`src/rtl/multi_channel_integrity_sb.sv`:
```
// Multi-channel data-integrity scoreboard: NUM_CH first-word-fall-through
// FIFOs behind one shared push port and one shared pop port, with a single
// magic-packet tracker that follows one tagged packet to its exit and checks it.
// Optional feature macro: SB_RECAPTURE_EN (re-arm after DONE, capture_count_o).
module multi_channel_integrity_sb #(
    parameter int unsigned NUM_CH = 2,
    parameter int unsigned DEPTH  = 8,
    parameter int unsigned WIDTH  = 8,
    parameter int unsigned CHWID  = $clog2(NUM_CH),
    parameter int unsigned CNTWID = $clog2(DEPTH + 1)
) (
    input  logic              clk_i,
    input  logic              rst_i,
    input  logic              push_i,
    input  logic [CHWID-1:0]  push_ch_i,
    input  logic [WIDTH-1:0]  data_in_i,
    input  logic              pop_i,
    input  logic [CHWID-1:0]  pop_ch_i,
    input  logic              start_i,
    output logic [NUM_CH-1:0] full_o,
    output logic [NUM_CH-1:0] empty_o,
    output logic [WIDTH-1:0]  data_out_o,
    output logic              data_out_vld_o,
    output logic              prop_signal_o,
    output logic              err_sticky_o,
    output logic [1:0]        trk_state_o,
    output logic [CHWID-1:0]  trk_ch_o,
    output logic [CNTWID-1:0] trk_cnt_o
`ifdef SB_RECAPTURE_EN
    ,
    output logic [15:0]       capture_count_o
`endif
);

    localparam int unsigned PTRW = (DEPTH > 1) ? $clog2(DEPTH) : 1;

    typedef enum logic [1:0] {
        ST_IDLE  = 2'd0,
        ST_TRACK = 2'd1,
        ST_DONE  = 2'd2
    } trk_state_e;

    logic [NUM_CH-1:0][DEPTH-1:0][WIDTH-1:0] mem_q;
    logic [NUM_CH-1:0][PTRW-1:0]             wr_ptr_q;
    logic [NUM_CH-1:0][PTRW-1:0]             rd_ptr_q;
    logic [NUM_CH-1:0][CNTWID-1:0]           occ_q;

    trk_state_e        state_q, state_d;
    logic [WIDTH-1:0]  magic_q;
    logic [CHWID-1:0]  trk_ch_q;
    logic [CNTWID-1:0] trk_cnt_q;
    logic              err_q;
`ifdef SB_RECAPTURE_EN
    logic [15:0]       cap_cnt_q;
`endif

    logic [NUM_CH-1:0] push_en_c;
    logic [NUM_CH-1:0] pop_en_c;
    logic              push_acc_c;
    logic              pop_acc_c;
    logic              same_ch_c;
    logic [CNTWID-1:0] push_occ_c;
    logic [WIDTH-1:0]  data_out_c;
    logic              capture_c;
    logic              trk_pop_c;
    logic              trk_exit_c;

    // Wrap a FIFO pointer modulo DEPTH (DEPTH need not be a power of two).
    function automatic logic [PTRW-1:0] ptr_inc(input logic [PTRW-1:0] p);
        return (p == PTRW'(DEPTH - 1)) ? '0 : p + PTRW'(1);
    endfunction

    // Per-channel full/empty flags from pre-edge occupancy.
    always_comb begin
        full_o  = '0;
        empty_o = '0;
        for (int unsigned c = 0; c < NUM_CH; c++) begin
            full_o[c]  = (occ_q[c] == CNTWID'(DEPTH));
            empty_o[c] = (occ_q[c] == '0);
        end
    end

    // Request decode; channel indices >= NUM_CH match nothing and are rejected.
    always_comb begin
        push_en_c  = '0;
        pop_en_c   = '0;
        push_occ_c = '0;
        data_out_c = '0;
        for (int unsigned c = 0; c < NUM_CH; c++) begin
            if (push_ch_i == CHWID'(c)) begin
                push_en_c[c] = push_i & ~full_o[c];
                push_occ_c   = occ_q[c];
            end
            if (pop_ch_i == CHWID'(c)) begin
                pop_en_c[c] = pop_i & ~empty_o[c];
                data_out_c  = mem_q[c][rd_ptr_q[c]];
            end
        end
        push_acc_c = |push_en_c;
        pop_acc_c  = |pop_en_c;
        same_ch_c  = (push_ch_i == pop_ch_i);
    end

    // FIFO pointers and occupancy.
    always_ff @(posedge clk_i) begin
        if (rst_i) begin
            wr_ptr_q <= '0;
            rd_ptr_q <= '0;
            occ_q    <= '0;
        end else begin
            for (int unsigned c = 0; c < NUM_CH; c++) begin
                if (push_en_c[c]) wr_ptr_q[c] <= ptr_inc(wr_ptr_q[c]);
                if (pop_en_c[c])  rd_ptr_q[c] <= ptr_inc(rd_ptr_q[c]);
                occ_q[c] <= occ_q[c] + CNTWID'(push_en_c[c]) - CNTWID'(pop_en_c[c]);
            end
        end
    end

    // FIFO storage; contents are don't-care until written.
    always_ff @(posedge clk_i) begin
        for (int unsigned c = 0; c < NUM_CH; c++) begin
            if (push_en_c[c]) mem_q[c][wr_ptr_q[c]] <= data_in_i;
        end
    end

    // Tracker state register.
    always_ff @(posedge clk_i) begin
        if (rst_i) state_q <= ST_IDLE;
        else       state_q <= state_d;
    end

    // Tracker next-state logic.
    always_comb begin
        state_d = state_q;
        case (state_q)
            ST_IDLE:  if (capture_c)  state_d = ST_TRACK;
            ST_TRACK: if (trk_exit_c) state_d = ST_DONE;
`ifdef SB_RECAPTURE_EN
            ST_DONE:  state_d = ST_IDLE;
`else
            ST_DONE:  state_d = ST_DONE;
`endif
            default:  state_d = ST_IDLE;
        endcase
    end

    // Tracker outputs and strobes: capture, tracked-channel pop, exit check.
    always_comb begin
        capture_c      = (state_q == ST_IDLE) & start_i & push_acc_c;
        trk_pop_c      = (state_q == ST_TRACK) & pop_acc_c & (pop_ch_i == trk_ch_q);
        trk_exit_c     = trk_pop_c & (trk_cnt_q == CNTWID'(1));
        data_out_vld_o = trk_exit_c;
        prop_signal_o  = ~trk_exit_c | (data_out_c == magic_q);
    end

    // Tracker datapath: captured packet, position counter, sticky error.
    always_ff @(posedge clk_i) begin
        if (rst_i) begin
            magic_q   <= '0;
            trk_ch_q  <= '0;
            trk_cnt_q <= '0;
            err_q     <= 1'b0;
`ifdef SB_RECAPTURE_EN
            cap_cnt_q <= '0;
`endif
        end else begin
            if (!prop_signal_o) err_q <= 1'b1;
            if (capture_c) begin
                magic_q   <= data_in_i;
                trk_ch_q  <= push_ch_i;
                trk_cnt_q <= push_occ_c + CNTWID'(1) - CNTWID'(pop_acc_c & same_ch_c);
`ifdef SB_RECAPTURE_EN
                if (cap_cnt_q != 16'hFFFF) cap_cnt_q <= cap_cnt_q + 16'd1;
`endif
            end else if (trk_pop_c) begin
                trk_cnt_q <= trk_cnt_q - CNTWID'(1);
            end
        end
    end

    assign data_out_o   = data_out_c;
    assign err_sticky_o = err_q;
    assign trk_state_o  = state_q;
    assign trk_ch_o     = trk_ch_q;
    assign trk_cnt_o    = trk_cnt_q;
`ifdef SB_RECAPTURE_EN
    assign capture_count_o = cap_cnt_q;
`endif

endmodule

```
`config.mk`:
```
export PLATFORM = sky130hd
export DESIGN_NAME = multi_channel_integrity_sb
export DESIGN_NICKNAME = d
export VERILOG_FILES = /design/src/rtl/multi_channel_integrity_sb.sv
export SDC_FILE = /design/constraint.sdc
export NUM_CORES = 1
export LEC_CHECK = 0
export CAP_MARGIN = 20
export CORE_UTILIZATION = 45
export CTS_BUF_LIST = sky130_fd_sc_hd__clkbuf_8
export CTS_CLUSTER_SIZE = 14
export DETAILED_ROUTE_END_ITERATION = 8
export PLACE_DENSITY_LB_ADDON = 0.2
export SYNTH_ARGS = -nofsm -noshare
export SYNTH_HDL_FRONTEND = slang
export SYNTH_SLANG_ARGS = --single-unit
export TNS_END_PERCENT = 50
```
`constraint.sdc`:
```
create_clock -name clk_i -period 4 [get_ports clk_i]
set_input_delay 0.8 -clock clk_i [delete_from_list [all_inputs] [get_ports clk_i]]
set_output_delay 0.8 -clock clk_i [all_outputs]
set_load 0.02 [all_outputs]
```
# After elaboration in Yosys (flattened, before gate mapping)
# Index checks and enable logic that the tools add are counted.
# word_totals
reg_bits	164
inputBits	15
out_inout_bits	22
# op_classes
add_sub_neg	11
magnitude_cmp	6
eq_ne	14
n_mux	25
n_bitwise	16
n_reduce_logical	9
# ops
operator	count
$bwmux W64	2
$bmux W8 S3	2
$demux W8 S3	2
$mux W8	5
$lt A3 B4 Y1 const B	4
$add A3 B1 Y3 const B	4
$eq A3 B3 Y1 const B	4
$mux W3	4
$mux W4	3
$sub A4 B1 Y4	3
$and A1 B1 Y1	10
$add A4 B1 Y4	2
$eq A4 B4 Y1 const B	2
$eq A8 B8 Y1	1
$logic_not A4 Y1	2
$ge A3 B1 Y1 const B	2
$pmux W2 S3	1
$not A1 Y1	5
$add A4 B1 Y4 const B	1
$eq A4 B1 Y1 const B	1
$mux W1	4
$mux W2	2
$ne A2 B2 Y1 const B	2
$reduce_or A2 Y1	2
9 further kinds	11

# Logic depth before layout (Yosys ltp)
# depth
depth_word	10
mapped_depth	15

# Least setup slack after synthesis
# OpenSTA, ideal clock, no wires.
# synth_timing
path_kind	input to output
from	input pop_ch_i
to	output prop_signal_o
arrival_time_ns	2.535
path_slack_ns	0.665
stages	5
path_buffers	2
cell_sequence	buf_4 or3b_1 clkbuf_1 a2111oi_2 o31ai_1
# synth_via
elab_chain_cells	7
word_cells_on_any_way	11
cone_classes	eq/ne (2); mux (3); bitwise (5); reduce/logical (1)
# synth_lines
element	line	rtl
start: declaration	18	input logic [CHWID-1:0] pop_ch_i,
$mux W1	94	if (pop_ch_i == CHWID'(c)) begin
$reduce_or A2 Y1	100	pop_acc_c = |pop_en_c;
$and A1 B1 Y1	150	trk_pop_c = (state_q == ST_TRACK) & pop_acc_c & (pop_ch_i == trk_ch_q);
$and A1 B1 Y1 *	150	
$and A1 B1 Y1 *	151	trk_exit_c = trk_pop_c & (trk_cnt_q == CNTWID'(1));
net data_out_vld_o	23	output logic data_out_vld_o,
$not A1 Y1 *	153	prop_signal_o = ~trk_exit_c | (data_out_c == magic_q);
$or A1 B1 Y1 *	153	
end: declaration	24	output logic prop_signal_o,
# The timed path passes the listed nets; every way through them passes the cells marked *.

# Final worst setup path
# layout_timing
from	input pop_ch_i
to	output data_out_vld_o
# layout_via
elab_chain_cells	5
word_cells_on_any_way	7
cone_classes	eq/ne (1); mux (2); bitwise (3); reduce/logical (1)
# layout_lines
element	line
$mux W1	94
$reduce_or A2 Y1	100
$and A1 B1 Y1	150
$and A1 B1 Y1 *	150
$and A1 B1 Y1 *	151
end: declaration	23
# Mark *: on every way between the ends. The rest lies on a longest branch, timed or not.

==> results.yml <==
yosys:
  ys_async_sr_fraction: 0
  syn-instance-count: 495
  synth_area_leader_cell: "sky130_fd_sc_hd__edfxtp_1"
  synth_edf_count: 128
  dominantRegCellSynth: "sky130_fd_sc_hd__edfxtp_1"
  yosysWarningCount: 0
  synth_area_leaders: "sky130_fd_sc_hd__edfxtp_1 53%, sky130_fd_sc_hd__dfxtp_1 9.9%, sky130_fd_sc_hd__mux4_2 6.5%"
  syn_area_sq_um: 7270
  postSynthRegisterBits: 164
  total_nets_after_synthesis: 540
  synth_cell_types: 51
  syn_avg_cell_area_sq_um: 14.7
  synth-seq-area-share: 0.628
  yosys.area.top_type_share: 0.529
route:
  detail_route.wl_per_cell_um: 18.6
  detailedRoute.firstIterationViolations: 249
  route.final.wire_length_mm: 14.7
  post_drt_antenna_nets: 0
  routed_via_density: 5.23
  number_of_iterations_in_the_first_detailed_routing_pass: 6
  num_vias: 4136
  remaining_drc_errors: 1
cts:
  cts-buffers-inserted: 17
  post_cts_buffers: 0
  cts.reportedPaths.clkPinSlew_ns: 0.08
  cts.htree.levels: 4
  clk_path_buf_depth: 2
  cts_tree: "done"
  clock_latency_ns: 0.46
  postCtsResizedCells: 3
  clock-sinks: 164
  cts_hold_buffers: 0
  root_buffer: "sky130_fd_sc_hd__clkbuf_8"
cells_and_area:
  post-route-util: 0.536
  insertedDiodeCount: 0
  regArea_sq_um: 4560
  final_common_cell: "sky130_fd_sc_hd__edfxtp_1"
  fill_cells: 1293
  layout_overhead_on_the_synthesized_area_pct: 16.8
  final_nets: 607
  drive_gt1_frac: 0.170
  multi_input_comb_area_sq_um: 2540
  final_cell_mix: "128 x sky130_fd_sc_hd__edfxtp_1, 36 x sky130_fd_sc_hd__dfxtp_1, 35 x sky130_fd_sc_hd__clkdlybuf4s50_1"
sta:
  report.final.slew_viol_count: 0
  final_period_minus_worst_setup_slack_ns: 3.81
  clock_skew_ns: 0.00721
  tns_ns: 0
  max_freq_mhz: 262
  final_hold_viol_count: 0
  finalWorstSetupSlack_ns: 0.189
  setup_viol_count_final: 0
  setup_repair_after_global_routing_missed_its_margin: "false"
  timing_worst_slew_pin_value_ns: 0.907
  max-slew-margin-rel: 0.394
  layout_worst_path_cycle_share: 0.953
global_route:
  pin_count_of_the_biggest_net_entering_global_routing: 25
  antenna_violations_before_repair: 0
  global_route_wire_length_before_repair_mm: 23.2
  overflow_left_after_global_routing: 0
  first_global_vias: 4134
  globalRouteTotalUtil: 0.194
setup_path:
  timing.setup.critical_path_class: "primary input to primary output"
  worst_setup_path_end_kind: "primary output"
  required_time_at_the_endpoint_of_the_critical_path_ns: 3.20
  cp_max_fo: 4
  critical_path_arrival_ns: 3.01
  setup.worst_path.start_class: "primary input"
power_and_ir_drop:
  p_leak_uw: 0.00293
  p_per_area_nw_per_um2: 508
  vdd_drop_max_v: 0.000209
floorplanning:
  fp.dieH_um: 129
  design.core.area_sq_um: 15800
  io-pin-count: 37
  design.die.area_sq_um: 16700
  die_width_um: 129
  floorplan.initialDensity: 0.459
  number_of_placement_rows: 46
job:
  max-cap-violations: 0
min_path:
  hold_path_class: "flop to flop"
placement:
  detailedPlacementHpwl_mm: 10.2
  place_worst_setup_slack_ns: 0.200
  place.port_buffers: 36
  place.gp.congestion: 0.814
run_status:
  failed_checks: "DRC"
  run_status: "complete, but fails checks"
## path summary, 6_finish.rpt
path | start | depth (start not counted) | end | slack (ns)
setup reg to reg | occ_q[2] | 15 | trk_cnt_o[3] | 1.06
setup / recovery | pop_ch_i | 5 | data_out_vld_o | 0.19
hold reg to reg | wr_ptr_q[2] | 2 | wr_ptr_q[2] | 0.55
hold / removal | wr_ptr_q[2] | 2 | wr_ptr_q[2] | 0.55
## synthesized netlist by cell type (3+ instances only)
| cell type | n |
|---|---|
| sky130_fd_sc_hd__nor2b_1 | 7 |
| sky130_fd_sc_hd__nor3b_1 | 5 |
| sky130_fd_sc_hd__mux2i_1 | 33 |
| sky130_fd_sc_hd__edfxtp_1 | 128 |
| sky130_fd_sc_hd__xnor2_1 | 18 |
| sky130_fd_sc_hd__nor3_1 | 10 |
| sky130_fd_sc_hd__o21ai_0 | 7 |
| sky130_fd_sc_hd__dfxtp_1 | 36 |
| sky130_fd_sc_hd__nand2b_1 | 5 |
| sky130_fd_sc_hd__nor2_1 | 33 |
| sky130_fd_sc_hd__a21oi_1 | 27 |
| sky130_fd_sc_hd__mux4_1 | 5 |
| sky130_fd_sc_hd__a22oi_1 | 4 |
| sky130_fd_sc_hd__a21o_1 | 3 |
| sky130_fd_sc_hd__mux4_2 | 21 |
| sky130_fd_sc_hd__nand2_1 | 31 |
| sky130_fd_sc_hd__or2_2 | 3 |
| sky130_fd_sc_hd__clkbuf_1 | 13 |
| sky130_fd_sc_hd__buf_2 | 5 |
| sky130_fd_sc_hd__o211ai_1 | 3 |
| sky130_fd_sc_hd__ha_1 | 28 |
| sky130_fd_sc_hd__inv_1 | 19 |
| sky130_fd_sc_hd__a211oi_1 | 5 |
| sky130_fd_sc_hd__and2_1 | 3 |
| sky130_fd_sc_hd__xor2_1 | 10 |
## metrics by stage
stage	hold WS, ns	cells	total power (uW)	instance area, sq um
2_1_floorplan	0.498	495	2780	7270
3_3_place_gp	0.516	759	3130	8080
3_5_place_dp	0.538	759	3160	8080
4_1_cts	0.548	791	4350	8490
5_1_grt	0.599	791	4530	8490
6_report	0.547	791	4310	8490
## where the power goes
group | switching (uW) | internal [uW]
registers | 84.5 | 1930
clock network | 636 | 571
logic | 568 | 523
total | 1290 | 3030
## cell type report
cell class              count  share of cell area
multi-input cells         288               0.299
clock buffers              17              0.0276
well taps                 216              0.0318
repair buffers             69              0.0740
clock inverters            15              0.0206
inverters                  22             0.00973
flip-flops and latches    164               0.538
## registers in the layout, indices dropped and copies added (netlist names)
name          flops
magic_q           8
wr_ptr_q          6
rd_ptr_q          6
trk_ch_o          1
err_sticky_o      1
trk_state_o       2
mem_q           128
occ_q             8
trk_cnt_o         4
## metal layers
layer / wire length, um / GRT usage
met1: 6810 / 0.257
met2: 7130 / 0.306
met3: 505 / 0.0458
met4: 298 / 0.0858
met5: 0 / 0
## cells by family (layout without fill, tap and decap cells)
group / Yosys count / after routing / synth area share
flip-flops: 164 / 164 / 0.628
AND/OR/NAND/NOR: 109 / 109 / 0.0721
AO/OA/AOI/OAI: 61 / 61 / 0.0580
multiplexers: 60 / 60 / 0.130
buffers and inverters: 43 / 123 / 0.0246
adder cells (fa/ha/maj): 30 / 30 / 0.0537
XOR/XNOR: 28 / 28 / 0.0337
## worst max-delay path, cell delays in order
cell                              delay, ns
sky130_fd_sc_hd__clkdlybuf4s50_1       0.48
sky130_fd_sc_hd__or3b_1                0.45
sky130_fd_sc_hd__a2111oi_2             0.47
sky130_fd_sc_hd__buf_4                 0.21
sky130_fd_sc_hd__clkdlybuf4s50_1       0.60
Note: power is estimated with default switching activity, not from simulation.
